## config.mk

```make
export PLATFORM = sky130hd
export DESIGN_NAME = uart_number_rx_flat
export DESIGN_NICKNAME = d
export VERILOG_FILES = /design/src/rtl/uart_number_rx_pkg.sv /design/src/rtl/uart_number_rx_if.sv /design/src/rtl/uart_rx_byte.sv /design/src/rtl/uart_number_rx.sv /design/src/flat_wrapper.sv
export SDC_FILE = /design/constraint.sdc
export NUM_CORES = 1
export LEC_CHECK = 0
export ABC_AREA = 1
export BUFFER_PORTS_ARGS = -buffer_cell sky130_fd_sc_hd__buf_4
export CAP_MARGIN = 20
export CORE_MARGIN = 2
export CORE_UTILIZATION = 55
export CTS_BUF_LIST = sky130_fd_sc_hd__clkbuf_4 sky130_fd_sc_hd__clkbuf_8
export DETAILED_ROUTE_END_ITERATION = 10
export HOLD_SLACK_MARGIN = 0.06
export PLACE_DENSITY_LB_ADDON = 0.2
export SLEW_MARGIN = 0
export SYNTH_ARGS = -nofsm -noshare
export SYNTH_HDL_FRONTEND = slang
export SYNTH_HIERARCHICAL = 1
export SYNTH_SLANG_ARGS = --single-unit
```

## constraint.sdc

```tcl
create_clock -name clk -period 1.8 [get_ports clk]
set_clock_uncertainty 0.05 [all_clocks]
set_input_delay 0.09 -clock clk [delete_from_list [all_inputs] [get_ports clk]]
set_output_delay 0.09 -clock clk [all_outputs]
set_load 0.01 [all_outputs]
```

## src/rtl/uart_number_rx_pkg.sv

```systemverilog
// Shared definitions for the serial number receiver: byte FSM encoding,
// ASCII constants used by the digit assembler, and the bit-period helper.
package uart_number_rx_pkg;

    typedef enum logic [2:0] {
        IDLE      = 3'd0,
        START     = 3'd1,
        DATA      = 3'd2,
        STOP      = 3'd3,
        WAIT_HIGH = 3'd4
    } rx_state_t;

    localparam logic [7:0] ASCII_ZERO = 8'h30;
    localparam logic [7:0] ASCII_NINE = 8'h39;
    localparam logic [7:0] ASCII_CR   = 8'h0D;

    // Number of clk cycles per serial bit; callers guarantee the result is >= 8.
    function automatic int calc_clks_per_bit(input int clk_hz, input int baud);
        return clk_hz / baud;
    endfunction

endpackage

```

## src/rtl/uart_number_rx_if.sv

```systemverilog
// Output bundle of the number receiver.
// Handshake: rx_valid, frame_err and number_valid are single-cycle strobes
// with no back-pressure; rx_data and number are stable whenever their strobe
// is low and update on the same clock edge that raises the strobe.
interface uart_number_rx_if
    import uart_number_rx_pkg::*;
#(
    parameter int NUMBER_W = 16
);
    logic [7:0]          rx_data;
    logic                rx_valid;
    logic                frame_err;
    logic [NUMBER_W-1:0] number;
    logic                number_valid;
    rx_state_t           state;

    modport master (
        output rx_data, rx_valid, frame_err, number, number_valid, state
    );

    modport slave (
        input rx_data, rx_valid, frame_err, number, number_valid, state
    );
endinterface

```

## src/rtl/uart_rx_byte.sv

```systemverilog
// 8N1 byte receiver: synchronizes the serial line, finds the start bit,
// samples each bit in its middle and checks the stop bit.
module uart_rx_byte
    import uart_number_rx_pkg::*;
#(
    parameter int CLKS_PER_BIT = 100
) (
    input  logic      clk,
    input  logic      rst,
    input  logic      usb_rx,
    output logic [7:0] rx_data,
    output logic      rx_valid,
    output logic      frame_err,
    output rx_state_t state
);

    localparam int CW = $clog2(CLKS_PER_BIT);
    localparam logic [CW-1:0] FULL_LAST = CW'(CLKS_PER_BIT - 1);
    localparam logic [CW-1:0] HALF_LAST = CW'(CLKS_PER_BIT / 2 - 1);

    logic          sync_1;
    logic          sync_2;
    logic [CW-1:0] sample_cnt;
    logic [2:0]    bit_cnt;
    logic [7:0]    shift_byte;

    // Two-flop synchronizer; resets to the idle level so leaving reset
    // never looks like a start bit.
    always_ff @(posedge clk) begin
        if (rst) begin
            sync_1 <= 1'b1;
            sync_2 <= 1'b1;
        end else begin
            sync_1 <= usb_rx;
            sync_2 <= sync_1;
        end
    end

    // Byte FSM with registered data and single-cycle strobes.
    always_ff @(posedge clk) begin
        if (rst) begin
            state      <= IDLE;
            sample_cnt <= '0;
            bit_cnt    <= '0;
            shift_byte <= '0;
            rx_data    <= '0;
            rx_valid   <= 1'b0;
            frame_err  <= 1'b0;
        end else begin
            rx_valid  <= 1'b0;
            frame_err <= 1'b0;
            case (state)
                IDLE: begin
                    sample_cnt <= '0;
                    bit_cnt    <= '0;
                    if (!sync_2) state <= START;
                end
                START: begin
                    // Re-check the line half a bit later to reject glitches.
                    if (sample_cnt == HALF_LAST) begin
                        sample_cnt <= '0;
                        state      <= sync_2 ? IDLE : DATA;
                    end else begin
                        sample_cnt <= sample_cnt + CW'(1);
                    end
                end
                DATA: begin
                    if (sample_cnt == FULL_LAST) begin
                        sample_cnt <= '0;
                        shift_byte <= {sync_2, shift_byte[7:1]};
                        if (bit_cnt == 3'd7) state <= STOP;
                        else bit_cnt <= bit_cnt + 3'd1;
                    end else begin
                        sample_cnt <= sample_cnt + CW'(1);
                    end
                end
                STOP: begin
                    if (sample_cnt == FULL_LAST) begin
                        sample_cnt <= '0;
                        if (sync_2) begin
                            rx_data  <= shift_byte;
                            rx_valid <= 1'b1;
                            state    <= IDLE;
                        end else begin
                            frame_err <= 1'b1;
                            state     <= WAIT_HIGH;
                        end
                    end else begin
                        sample_cnt <= sample_cnt + CW'(1);
                    end
                end
                WAIT_HIGH: begin
                    // Break condition: ignore the line until it returns high.
                    if (sync_2) state <= IDLE;
                end
                default: state <= IDLE;
            endcase
        end
    end

endmodule

```

## src/rtl/uart_number_rx.sv

```systemverilog
// Serial decimal-number receiver: bytes from uart_rx_byte are assembled into
// a BCD shift register and committed to 'number' on carriage return.
module uart_number_rx
    import uart_number_rx_pkg::*;
#(
    parameter int BOARD_CLOCK_FREQUENCY_IN_HZ = 100_000_000,
    parameter int BAUD_RATE                   = 1_000_000,
    parameter int NUMBER_OF_DIGITS            = 4,
    parameter int NUMBER_OF_BITS_PER_DIGIT    = 4
) (
    input  logic               clk,
    input  logic               rst,
    input  logic               usb_rx,
    uart_number_rx_if.master   bus
);

    localparam int CLKS_PER_BIT = calc_clks_per_bit(BOARD_CLOCK_FREQUENCY_IN_HZ, BAUD_RATE);
    localparam int NW           = NUMBER_OF_DIGITS * NUMBER_OF_BITS_PER_DIGIT;
    localparam int BPD          = NUMBER_OF_BITS_PER_DIGIT;
    localparam int CNT_W        = $clog2(NUMBER_OF_DIGITS + 1);
    localparam logic [CNT_W-1:0] CNT_MAX = CNT_W'(NUMBER_OF_DIGITS);

    logic [7:0]       byte_data;
    logic             byte_valid;
    logic             byte_ferr;
    rx_state_t        byte_state;

    logic [NW-1:0]    shift_reg;
    logic [NW-1:0]    number_r;
    logic             number_valid_r;
    logic [CNT_W-1:0] digit_cnt;
    logic             is_digit;
    logic [7:0]       digit_off;
    logic [BPD-1:0]   digit_val;

    uart_rx_byte #(
        .CLKS_PER_BIT(CLKS_PER_BIT)
    ) u_rx_byte (
        .clk      (clk),
        .rst      (rst),
        .usb_rx   (usb_rx),
        .rx_data  (byte_data),
        .rx_valid (byte_valid),
        .frame_err(byte_ferr),
        .state    (byte_state)
    );

    // Classify the received byte and extract its BCD value.
    always_comb begin
        is_digit  = (byte_data >= ASCII_ZERO) && (byte_data <= ASCII_NINE);
        digit_off = byte_data - ASCII_ZERO;
        digit_val = digit_off[BPD-1:0];
    end

    // Digit assembly: shift in digits, commit on CR, clear on anything else.
    always_ff @(posedge clk) begin
        if (rst) begin
            shift_reg      <= '0;
            digit_cnt      <= '0;
            number_r       <= '0;
            number_valid_r <= 1'b0;
        end else begin
            number_valid_r <= 1'b0;
            if (byte_ferr) begin
                shift_reg <= '0;
                digit_cnt <= '0;
            end else if (byte_valid) begin
                if (is_digit) begin
                    // Oldest digit falls off the top once the register is full.
                    shift_reg <= (shift_reg << BPD) | NW'(digit_val);
                    if (digit_cnt != CNT_MAX) digit_cnt <= digit_cnt + CNT_W'(1);
                end else if (byte_data == ASCII_CR) begin
                    if (digit_cnt != '0) begin
                        number_r       <= shift_reg;
                        number_valid_r <= 1'b1;
                    end
                    shift_reg <= '0;
                    digit_cnt <= '0;
                end else begin
                    shift_reg <= '0;
                    digit_cnt <= '0;
                end
            end
        end
    end

    assign bus.rx_data      = byte_data;
    assign bus.rx_valid     = byte_valid;
    assign bus.frame_err    = byte_ferr;
    assign bus.number       = number_r;
    assign bus.number_valid = number_valid_r;
    assign bus.state        = byte_state;

endmodule

```

## src/flat_wrapper.sv

```systemverilog
// flat-port wrapper written by rule: the top's interface ports become plain ports
module uart_number_rx_flat import uart_number_rx_pkg::*;
#(
    parameter int BOARD_CLOCK_FREQUENCY_IN_HZ = 100_000_000,
    parameter int BAUD_RATE                   = 1_000_000,
    parameter int NUMBER_OF_DIGITS            = 4,
    parameter int NUMBER_OF_BITS_PER_DIGIT    = 4
)
  (clk, rst, usb_rx, bus_rx_data, bus_rx_valid, bus_frame_err, bus_number, bus_number_valid, bus_state);
  uart_number_rx_if #(.NUMBER_W(16)) bus_i ();
  input  logic clk;
  input  logic rst;
  input  logic usb_rx;
  output wire logic [$bits(bus_i.rx_data)-1:0] bus_rx_data;
  output wire logic [$bits(bus_i.rx_valid)-1:0] bus_rx_valid;
  output wire logic [$bits(bus_i.frame_err)-1:0] bus_frame_err;
  output wire logic [$bits(bus_i.number)-1:0] bus_number;
  output wire logic [$bits(bus_i.number_valid)-1:0] bus_number_valid;
  output wire logic [$bits(bus_i.state)-1:0] bus_state;
  assign bus_rx_data = bus_i.rx_data;
  assign bus_rx_valid = bus_i.rx_valid;
  assign bus_frame_err = bus_i.frame_err;
  assign bus_number = bus_i.number;
  assign bus_number_valid = bus_i.number_valid;
  assign bus_state = bus_i.state;
  uart_number_rx #(.BOARD_CLOCK_FREQUENCY_IN_HZ(BOARD_CLOCK_FREQUENCY_IN_HZ), .BAUD_RATE(BAUD_RATE), .NUMBER_OF_DIGITS(NUMBER_OF_DIGITS), .NUMBER_OF_BITS_PER_DIGIT(NUMBER_OF_BITS_PER_DIGIT)) u_core (.clk(clk), .rst(rst), .usb_rx(usb_rx), .bus(bus_i));
endmodule
```

==> impl_metrics.py, run 1 <==
metrics = {
    "global_route": {
        "grt_use_met1_pct": 24.3,
        "gr-usage-met3_pct": 3.88,
        "use_met2_pct": 37.2,
        "grt_pass1_vias": 2273,
        "busiest_layer": "met2",
        "track_usage_pct": 21.2,
        "overflow": 0,
        "antenna_found_initial": 0,
        "grt_max_degree": 23,
        "grt_pass1_wl_mm": 10.0,
    },
    "routing": {
        "drt_pass1_iterations": 4,
        "ant_nets": 0,
        "wl_per_cell_microns": 11.5,
        "drc": 0,
        "routed_wl_mm": 5.89,
        "via_count": 2571,
        "initialDrtViolationCount": 119,
        "via_per_inst": 5.03,
    },
    "worst_hold_path": {
        "hold_path.class": "flop to flop",
    },
    "floorplanning": {
        "io_pins": 33,
        "initial_utilization_pct": 57.0,
        "die_h_microns": 76.7,
        "rows": 26,
        "chipWidth_microns": 76.7,
        "dieArea_sq_mm": 0.00589,
        "fp.coreArea_sq_mm": 0.00511,
    },
    "timing": {
        "hold_viol": 0,
        "rsz0062_at_grt": "false",
        "tightest_slew_ns": 0.555,
        "tns_ns": 0,
        "slew_viol_final": 0,
        "setup_viol": 0,
        "fin_crit_sh_pct": 86.5,
        "fmax_mhz": 642,
        "relSlewSlack_pct": 63.0,
        "finalCriticalPeriod_ns": 1.56,
    },
    "synthesis": {
        "synth_top_cell_area_share_pct": 47.5,
        "yosysUniqueCellTypes": 27,
        "netlist_top_cells_count": "nor2_1, dfxtp_1, nand2_1, inv_1, a21oi_1",
        "synth_area_leaders": "dfxtp_1, nor2_1, nand2_1",
        "synth_nets": 404,
        "synth-edff-count": 0,
        "synth.ff_latch_count": 69,
        "synth_seq_area_share_pct": 47.5,
        "synth_area_sq_mm": 0.00291,
        "synth_area_leader_cell": "dfxtp_1",
        "ys_warn_count": 6,
        "synthArstFlopShare_pct": 0,
        "synth_most_common_cell": "nor2_1",
        "synth_cells": 395,
        "ys.flop_type": "dfxtp_1",
        "syn_avg_cell_area_sq_um": 7.37,
    },
    "layout": {
        "antenna_cells": 0,
        "layout.nets": 445,
        "stdcell_count": 511,
        "area_growth_pct": 18.9,
        "layout-drive-gt1-share_pct": 17.7,
    },
    "critical_path": {
        "crit_path_max_fanout": 10,
        "cp_num_buf_inv": 1,
        "critPathLaunchType": "flop",
        "arrival_ns": 1.74,
        "slowest_stage": "dfxtp_1",
        "cpLargestDelayFamily": "simple AND/OR/NAND/NOR gates",
        "critical_path.max_stage_delay_ns": 0.40,
        "crit_type": "flop to flop",
        "crit_required_ns": 1.98,
        "worstSetupEndpointType": "flop",
        "path_cells": "ha_1 -> nand2_1 -> inv_1 -> nand3_4 -> nor2_2 -> nand2_2 -> o21ai_0 -> nor2_1",
    },
    "clock_network": {
        "cts_buffers": 9,
        "cts_tree": "done",
        "cts_max_level": 3,
        "root_buffer": "clkbuf_8",
        "clk_path_buf_depth": 2,
        "path_clk_slew_ns": 0.07,
        "clk_latency_ns": 0.34,
        "cts_setup_buffers": 0,
        "cts_sinks": 69,
    },
    "placed_design": {
        "dp_hpwl_mm": 4.19,
        "port_buffers": 32,
        "place.gp.congestion": 0.852,
        "dp_cells": 492,
    },
    "pwr": {
        "comb_power_share_pct": 19.3,
        "seqPwrFrac_pct": 45.9,
        "p_sw_share_pct": 29.6,
        "powerDensity_mw_per_mm2": 1040,
        "ir_worst_vdd_v": 0.000854,
        "p_sw_uw": 1060,
        "p_clk_share_pct": 34.8,
        "leakagePower_uw": 0.00156,
        "internal-power_uw": 2530,
    },
    "job": {
        "maxCapViolCount": 0,
    },
    "status": {
        "outcome": "finished, final reports clean",
    },
}
==> power by group through the flow <==
stage,registers (uW),logic [uW],clock network [uW]
final,1650,694,1250
after global routing,1660,796,1340
after CTS,1650,691,1280
after detailed placement,1680,685,0
after global placement,1680,669,0
after floorplan,1680,527,0
==> worst paths after layout <==
kind	from	to	slack [ns]	depth (start not counted)
hold / removal	u_core/u_rx_byte/sync_1	u_core/u_rx_byte/sync_2	0.37	1
setup / recovery	u_core/u_rx_byte/sample_cnt[0]	u_core/u_rx_byte/rx_data[2]	0.24	8
hold reg to reg	u_core/u_rx_byte/sync_1	u_core/u_rx_byte/sync_2	0.37	1
setup reg to reg	u_core/u_rx_byte/sample_cnt[0]	u_core/u_rx_byte/rx_data[2]	0.24	8
==> routing by layer <==
metal	up-vias	wire length [microns]
met1	1158	2640
met5	-	0
met3	9	223
met2	57	2940
met4	0	89
li1	1347	-
==> placed cells by master (no fill, tap or decap), types with 11 or more instances in the layout <==
cell     Yosys  layout
nor2_1      96      96
dfxtp_1     69      69
nand2_1     51      51
buf_4        0      39
inv_1       33      33
a21oi_1     30      30
o21ai_0     26      26
o21ai_1     17      16
nor3_1      14      14
nand3_1     11      11
==> area by class of cell <==
class | instances | area (sq um)
clock buffer | 12 | 153
clock inverter | 4 | 47.5
fill | 466 | 1650
inverter | 39 | 148
multi-input combinational | 275 | 1320
sequential | 69 | 1380
tap | 70 | 87.6
timing repair buffer | 42 | 323
==> per-stage QoR <==
stage	utilization (%)	total power (uW)	instance area (sq um)	worst slack (ns)	hold slack (ns)
2_1_floorplan	-	2210	2910	0.324	0.112
3_3_place_gp	63.2	2350	3230	0.197	0.234
3_5_place_dp	63.2	2370	3230	0.109	0.231
4_1_cts	67.7	3630	3460	0.0959	0.373
5_1_grt	67.8	3800	3460	0.0801	0.385
6_report	67.8	3590	3460	0.243	0.370
==> worst reg2reg max path, cell delays in order (launching register included) <==
cell and delay [ns]:
dfxtp_1 0.40, ha_1 0.21, nand2_1 0.06, inv_1 0.09, nand3_4 0.13, nor2_2 0.13
nand2_2 0.13, o21ai_0 0.20, nor2_1 0.06
==> kinds of logic after synthesis <==
kind of cell | synth area share, %
xor gates and xnor gates | 0.602
AOI/OAI and AO/OA | 13.3
and+or+nand+nor | 28.8
DFF | 47.5
buffers and inverters | 7.27
adders and majority gates | 2.58
==> timing repair <==
action,in CTS,in global routing
setup endpoints to repair,0,13
endpoints found under the hold margin,8,0
hold buffers,3,0
resized for setup,0,1
Note: power is estimated with default switching activity, not from simulation.
==> inputs of run 2 (changes only) <==
CORE_UTILIZATION = 54   (was 55)
clock period = 1.36 ns   (was 1.8 ns; I/O delays follow)
==> run 2 against run 1 <==
The run now ends with setup timing left. Sequential power up 32%. Via count up 11%. Clock-buffer cell count up 1. Clock power up 17%. Sequential cell count unchanged. Critical endpoint is now u_core/u_rx_byte/rx_data[1]. Die area up 1.8%. Power up 40%. Design area up 19%. Worst hold slack worse by 0.27 ns. Non-clock buffer count up 29. Highest routed layer unchanged.
==> impl_metrics.py, run 2 (synthesis results as in run 1) <==
metrics = {
    "critical_path": {
        "crit_type": "flop to flop",
        "crit_required_ns": 1.54,
        "crit_path_max_fanout": 6,
        "arrival_ns": 1.62,
        "critPathLaunchType": "flop",
        "worstSetupEndpointType": "flop",
    },
    "layout": {
        "layout.nets": 477,
        "area_growth_pct": 41.2,
        "antenna_cells": 0,
        "final_cell_mix": "nor2_1, buf_4, dfxtp_1",
        "layout-drive-gt1-share_pct": 40.9,
        "final_common_cell": "nor2_1",
        "stdcell_count": 542,
    },
    "job": {
        "maxCapViolCount": 0,
    },
    "timing": {
        "tightest_slew_ns": 0.684,
        "finalCriticalPeriod_ns": 1.44,
        "fmax_mhz": 692,
        "fin_crit_sh_pct": 106,
        "relSlewSlack_pct": 54.4,
        "setup_viol": 35,
        "layout_setup_ws_ns": -0.0849,
        "hold_viol": 0,
        "rsz0062_at_grt": "true",
        "slew_viol_final": 0,
    },
    "routing": {
        "via_per_inst": 5.26,
        "wl_per_cell_microns": 14.3,
        "routed_wl_mm": 7.77,
        "drc": 0,
        "initialDrtViolationCount": 161,
        "ant_nets": 0,
        "drt_pass1_iterations": 4,
        "via_count": 2849,
    },
    "status": {
        "outcome": "complete, but fails checks",
        "violations": "setup timing",
    },
    "global_route": {
        "grt_pass1_wl_mm": 11.8,
        "grt_pass1_vias": 2664,
        "overflow": 0,
        "antenna_found_initial": 0,
        "track_usage_pct": 24.6,
        "grt_max_degree": 23,
    },
    "floorplanning": {
        "die_h_microns": 77.4,
        "io_pins": 33,
        "rows": 26,
        "initial_utilization_pct": 56.6,
        "dieArea_sq_mm": 0.00599,
        "fp.coreArea_sq_mm": 0.00514,
        "chipWidth_microns": 77.4,
    },
    "pwr": {
        "ir_worst_vdd_v": 0.00102,
        "powerDensity_mw_per_mm2": 1220,
        "leakagePower_uw": 0.00179,
        "power_uw": 5020,
    },
    "clock_network": {
        "clk_latency_ns": 0.33,
        "cts_buffers": 9,
        "cts_sinks": 69,
        "path_clk_slew_ns": 0.07,
        "clk_path_buf_depth": 2,
        "cts_tree": "done",
        "cts_max_level": 3,
        "root_buffer": "clkbuf_8",
    },
    "placed_design": {
        "port_buffers": 32,
        "pre_cts_slack_ns": -0.0929,
        "dp_hpwl_mm": 4.32,
        "dp_cells": 508,
        "place.gp.congestion": 0.825,
    },
    "worst_hold_path": {
        "hold_path.class": "input pin to flop",
    },
}
==> run 2: cell count changes in the layout (fill, tap and decap cells not counted), sizes merged <==
cell         change
buf             +27
bufinv           -1
clkbuf           +2
clkinvlp         -1
dlygate4sd3      +1
nand2            +2
nor2             +1
==> run 2: worst paths after layout <==
path / startpoint / end / slack (ns) / depth (start not counted)
worst max-delay path: u_core/u_rx_byte/sample_cnt[1] / u_core/u_rx_byte/rx_data[1] / -0.08 / 8
worst max register to register: u_core/u_rx_byte/sample_cnt[1] / u_core/u_rx_byte/rx_data[1] / -0.08 / 8
worst min-delay path: rst / u_core/u_rx_byte/shift_byte[6] / 0.1 / 4
worst min register to register: u_core/u_rx_byte/sync_1 / u_core/u_rx_byte/sync_2 / 0.37 / 1
==> run 2: critical path, stage by stage (launching register included) <==
cell and delay, ns:
dfxtp_4 0.38, ha_4 0.14, nand2_2 0.05, inv_2 0.07
nand3_4 0.13, nor2_4 0.18, nand2_4 0.11, o21ai_2 0.15
nor2_1 0.07
==> run 2: where the power goes <==
group | internal (uW) | leakage, uW | switching (uW)
clock | 758 | 0.0000935 | 707
combinational | 527 | 0.00114 | 851
sequential | 2100 | 0.000562 | 84.0
==> run 2: area by class of cell <==
| type | count | area (sq um) |
|---|---|---|
| tap | 70 | 87.6 |
| inverter | 39 | 156 |
| clock inverter | 2 | 10.0 |
| multi-input combinational | 278 | 1680 |
| timing repair buffer | 71 | 613 |
| sequential | 69 | 1400 |
| fill | 347 | 1030 |
| clock buffer | 13 | 160 |
==> run 2: routing by layer <==
layer  track usage, %  share of wire [%]  vias up
met4             13.9                2.2        0
met1             26.8                 39     1350
met3             4.53                3.3       15
met2             44.6                 56       58
met5                0                  0        -
li1                 -                  -     1426
==> run 2: what timing repair did <==
| item | 4_1_cts | 5_1_grt |
|---|---|---|
| resized for setup | 51 | 66 |
| hold buffers | 4 | 1 |
| endpoints found under the hold margin | 9 | 1 |
| endpoints found under the setup margin | 35 | 65 |
| gates cloned | 3 | 1 |
| pin swaps | 22 | 40 |
| buffers inserted | 5 | 6 |
==> run 2: through the flow <==
step / hold slack [ns] / utilization, % / TNS [ns] / area, sq um
after detailed placement: 0.206 / 65.9 / -1.19 / 3390
after CTS: 0.0807 / 74.6 / -0.397 / 3830
after global placement: 0.203 / 65.9 / -0.427 / 3390
after floorplan: 0.0895 / - / 0 / 2940
final: 0.0966 / 79.9 / -1.16 / 4110
after global routing: 0.127 / 79.9 / -3.98 / 4110
==> inputs of run 3 (changes only) <==
CORE_UTILIZATION = 55   (was 54)
clock period = 1.5 ns   (was 1.36 ns; I/O delays follow)
==> run 3 against run 2 <==
The run now ends clean. Worst hold slack better by 0.27 ns. Core utilization decreased by 5.8 points. Largest power group unchanged. Cell count is 2.0% lower. Setup slack improved by 0.097 ns. Clock-buffer cell count unchanged. First-iteration DRC count up 41%. Power is 9.6% lower. Combinational power shrank 31%. Critical endpoint is now u_core/u_rx_byte/sync_1. Non-clock buffer count fell by 10. Highest routed layer unchanged.
==> impl_metrics.py, run 3 (synthesis results as in run 1) <==
metrics = {
    "timing": {
        "fin_crit_sh_pct": 99.2,
        "whs_ns": 0.370,
        "relSlewSlack_pct": 61.1,
        "rsz0062_at_grt": "true",
        "slew_viol_final": 0,
        "setup_viol": 0,
        "fmax_mhz": 672,
        "tns_ns": 0,
        "layout_setup_ws_ns": 0.0125,
        "tightest_slew_ns": 0.584,
        "finalCriticalPeriod_ns": 1.49,
        "hold_viol": 0,
    },
    "critical_path": {
        "critical_path.max_stage_delay_ns": 0.55,
        "worstSetupEndpointType": "flop",
        "cp_common_cell": "dlygate4sd3_1",
        "slowest_stage": "dlygate4sd3_1",
        "cpLargestDelayFamily": "buffers and inverters",
        "crit_path_max_fanout": 15,
        "path_cells": "dlygate4sd3_1 -> buf_4 -> or2_2 -> dlygate4sd3_1",
        "crit_type": "input pin to flop",
        "rrSetupSlack_ns": 0.04,
        "crit_required_ns": 1.67,
        "arrival_ns": 1.66,
        "critPathLaunchType": "input pin",
        "cp_num_buf_inv": 3,
    },
    "routing": {
        "routed_wl_mm": 6.81,
        "via_count": 2734,
        "initialDrtViolationCount": 227,
        "drc": 0,
        "ant_nets": 0,
        "wl_per_cell_microns": 12.8,
        "drt_pass1_iterations": 5,
        "via_per_inst": 5.15,
    },
    "global_route": {
        "overflow": 0,
        "antenna_found_initial": 0,
        "grt_pass1_vias": 2551,
        "grt_max_degree": 23,
        "track_usage_pct": 22.7,
        "grt_pass1_wl_mm": 11.0,
    },
    "placed_design": {
        "dp_hpwl_mm": 4.30,
        "place.gp.congestion": 0.888,
        "pre_cts_slack_ns": -0.0582,
        "port_buffers": 32,
    },
    "clock_network": {
        "clk_latency_ns": 0.33,
        "path_clk_slew_ns": 0.07,
        "cts_tree": "done",
        "root_buffer": "clkbuf_8",
        "cts_sinks": 69,
        "cts_max_level": 3,
        "clk_path_buf_depth": 2,
        "cts_buffers": 9,
    },
    "layout": {
        "area_growth_pct": 30.1,
        "layout-drive-gt1-share_pct": 27.8,
        "final_cell_mix": "nor2_1, dfxtp_1, buf_4",
        "antenna_cells": 0,
        "final_common_cell": "nor2_1",
        "n_fill_cell": 411,
        "final_util_pct": 74.2,
        "layout.nets": 465,
    },
    "pwr": {
        "leakagePower_uw": 0.00171,
        "power_uw": 4540,
        "powerDensity_mw_per_mm2": 1200,
        "ir_worst_vdd_v": 0.00107,
    },
    "floorplanning": {
        "chipWidth_microns": 76.7,
        "fp.coreArea_sq_mm": 0.00511,
        "io_pins": 33,
        "rows": 26,
        "die_h_microns": 76.7,
        "dieArea_sq_mm": 0.00589,
        "initial_utilization_pct": 57.0,
    },
    "worst_hold_path": {
        "hold_path.class": "flop to flop",
    },
    "status": {
        "outcome": "finished, final reports clean",
    },
    "job": {
        "maxCapViolCount": 0,
    },
}
==> run 3: cell types whose count changed in the layout (fill, tap and decap cells not counted), moves of 5 or more <==
cell     previous run  this run
buf_4              60        54
nor2_1             83        92
inv_1              26        31
nor2_2             12         6
a21oi_1            12        30
nand2_1            43        48
a21oi_2            17         0
o21ai_2            22        10
o21ai_0            11        18
o21ai_1            10        15
==> run 3: worst paths after layout <==
check                                  from                              to  cells past startpoint
max reg2reg  u_core/u_rx_byte/sample_cnt[1]  u_core/u_rx_byte/shift_byte[0]                      8
max                                     rst         u_core/u_rx_byte/sync_1                      4
min reg2reg         u_core/u_rx_byte/sync_1         u_core/u_rx_byte/sync_2                      1
min                 u_core/u_rx_byte/sync_1         u_core/u_rx_byte/sync_2                      1
==> run 3: final cells by class <==
cell class	count	area, sq um	area share (%)
clock buffer	13	173	4.56
clock inverter	3	42.5	1.12
inverter	39	151	4.00
multi-input combinational	276	1450	38.3
sequential	69	1390	36.8
tap	70	87.6	2.31
timing repair buffer	61	489	12.9
==> run 3: worst reg2reg max path, stage by stage, from the launching register on <==
cell and delay, ns:
dfxtp_2 0.37, ha_4 0.15, nand2_2 0.05, inv_2 0.07, nand3_4 0.15, nor2_4 0.27
inv_4 0.09, nor2_1 0.12, nor2_1 0.05
==> run 3: through the flow <==
step	std cells	area [sq um]
finish	531	3790
global route	531	3790
CTS	524	3590
detailed placement	505	3320
global placement	505	3320
floorplan	395	2910
==> run 3: report_power, final <==
group | internal (uW) | total [uW] | switching [uW]
combinational | 349 | 950 | 602
sequential | 1900 | 2000 | 98.4
clock | 921 | 1590 | 667
==> run 3: metal layers <==
metal  GRT usage, %  share of wire (%)  up-vias
met2           39.2                 52       69
met3           4.35                4.1       14
met5              0                  0        -
met1           27.2                 43     1260
li1               -                  -     1391
met4           10.0                1.5        0
==> run 3: what timing repair did <==
item / 4_1_cts / 5_1_grt
setup endpoints to repair: 39 / 46
endpoints found under the hold margin: 8 / 0
gates resized for setup: 9 / 50
pin swaps: 0 / 11
hold buffers: 3 / 0
setup buffers: 0 / 5
cloned: 0 / 2
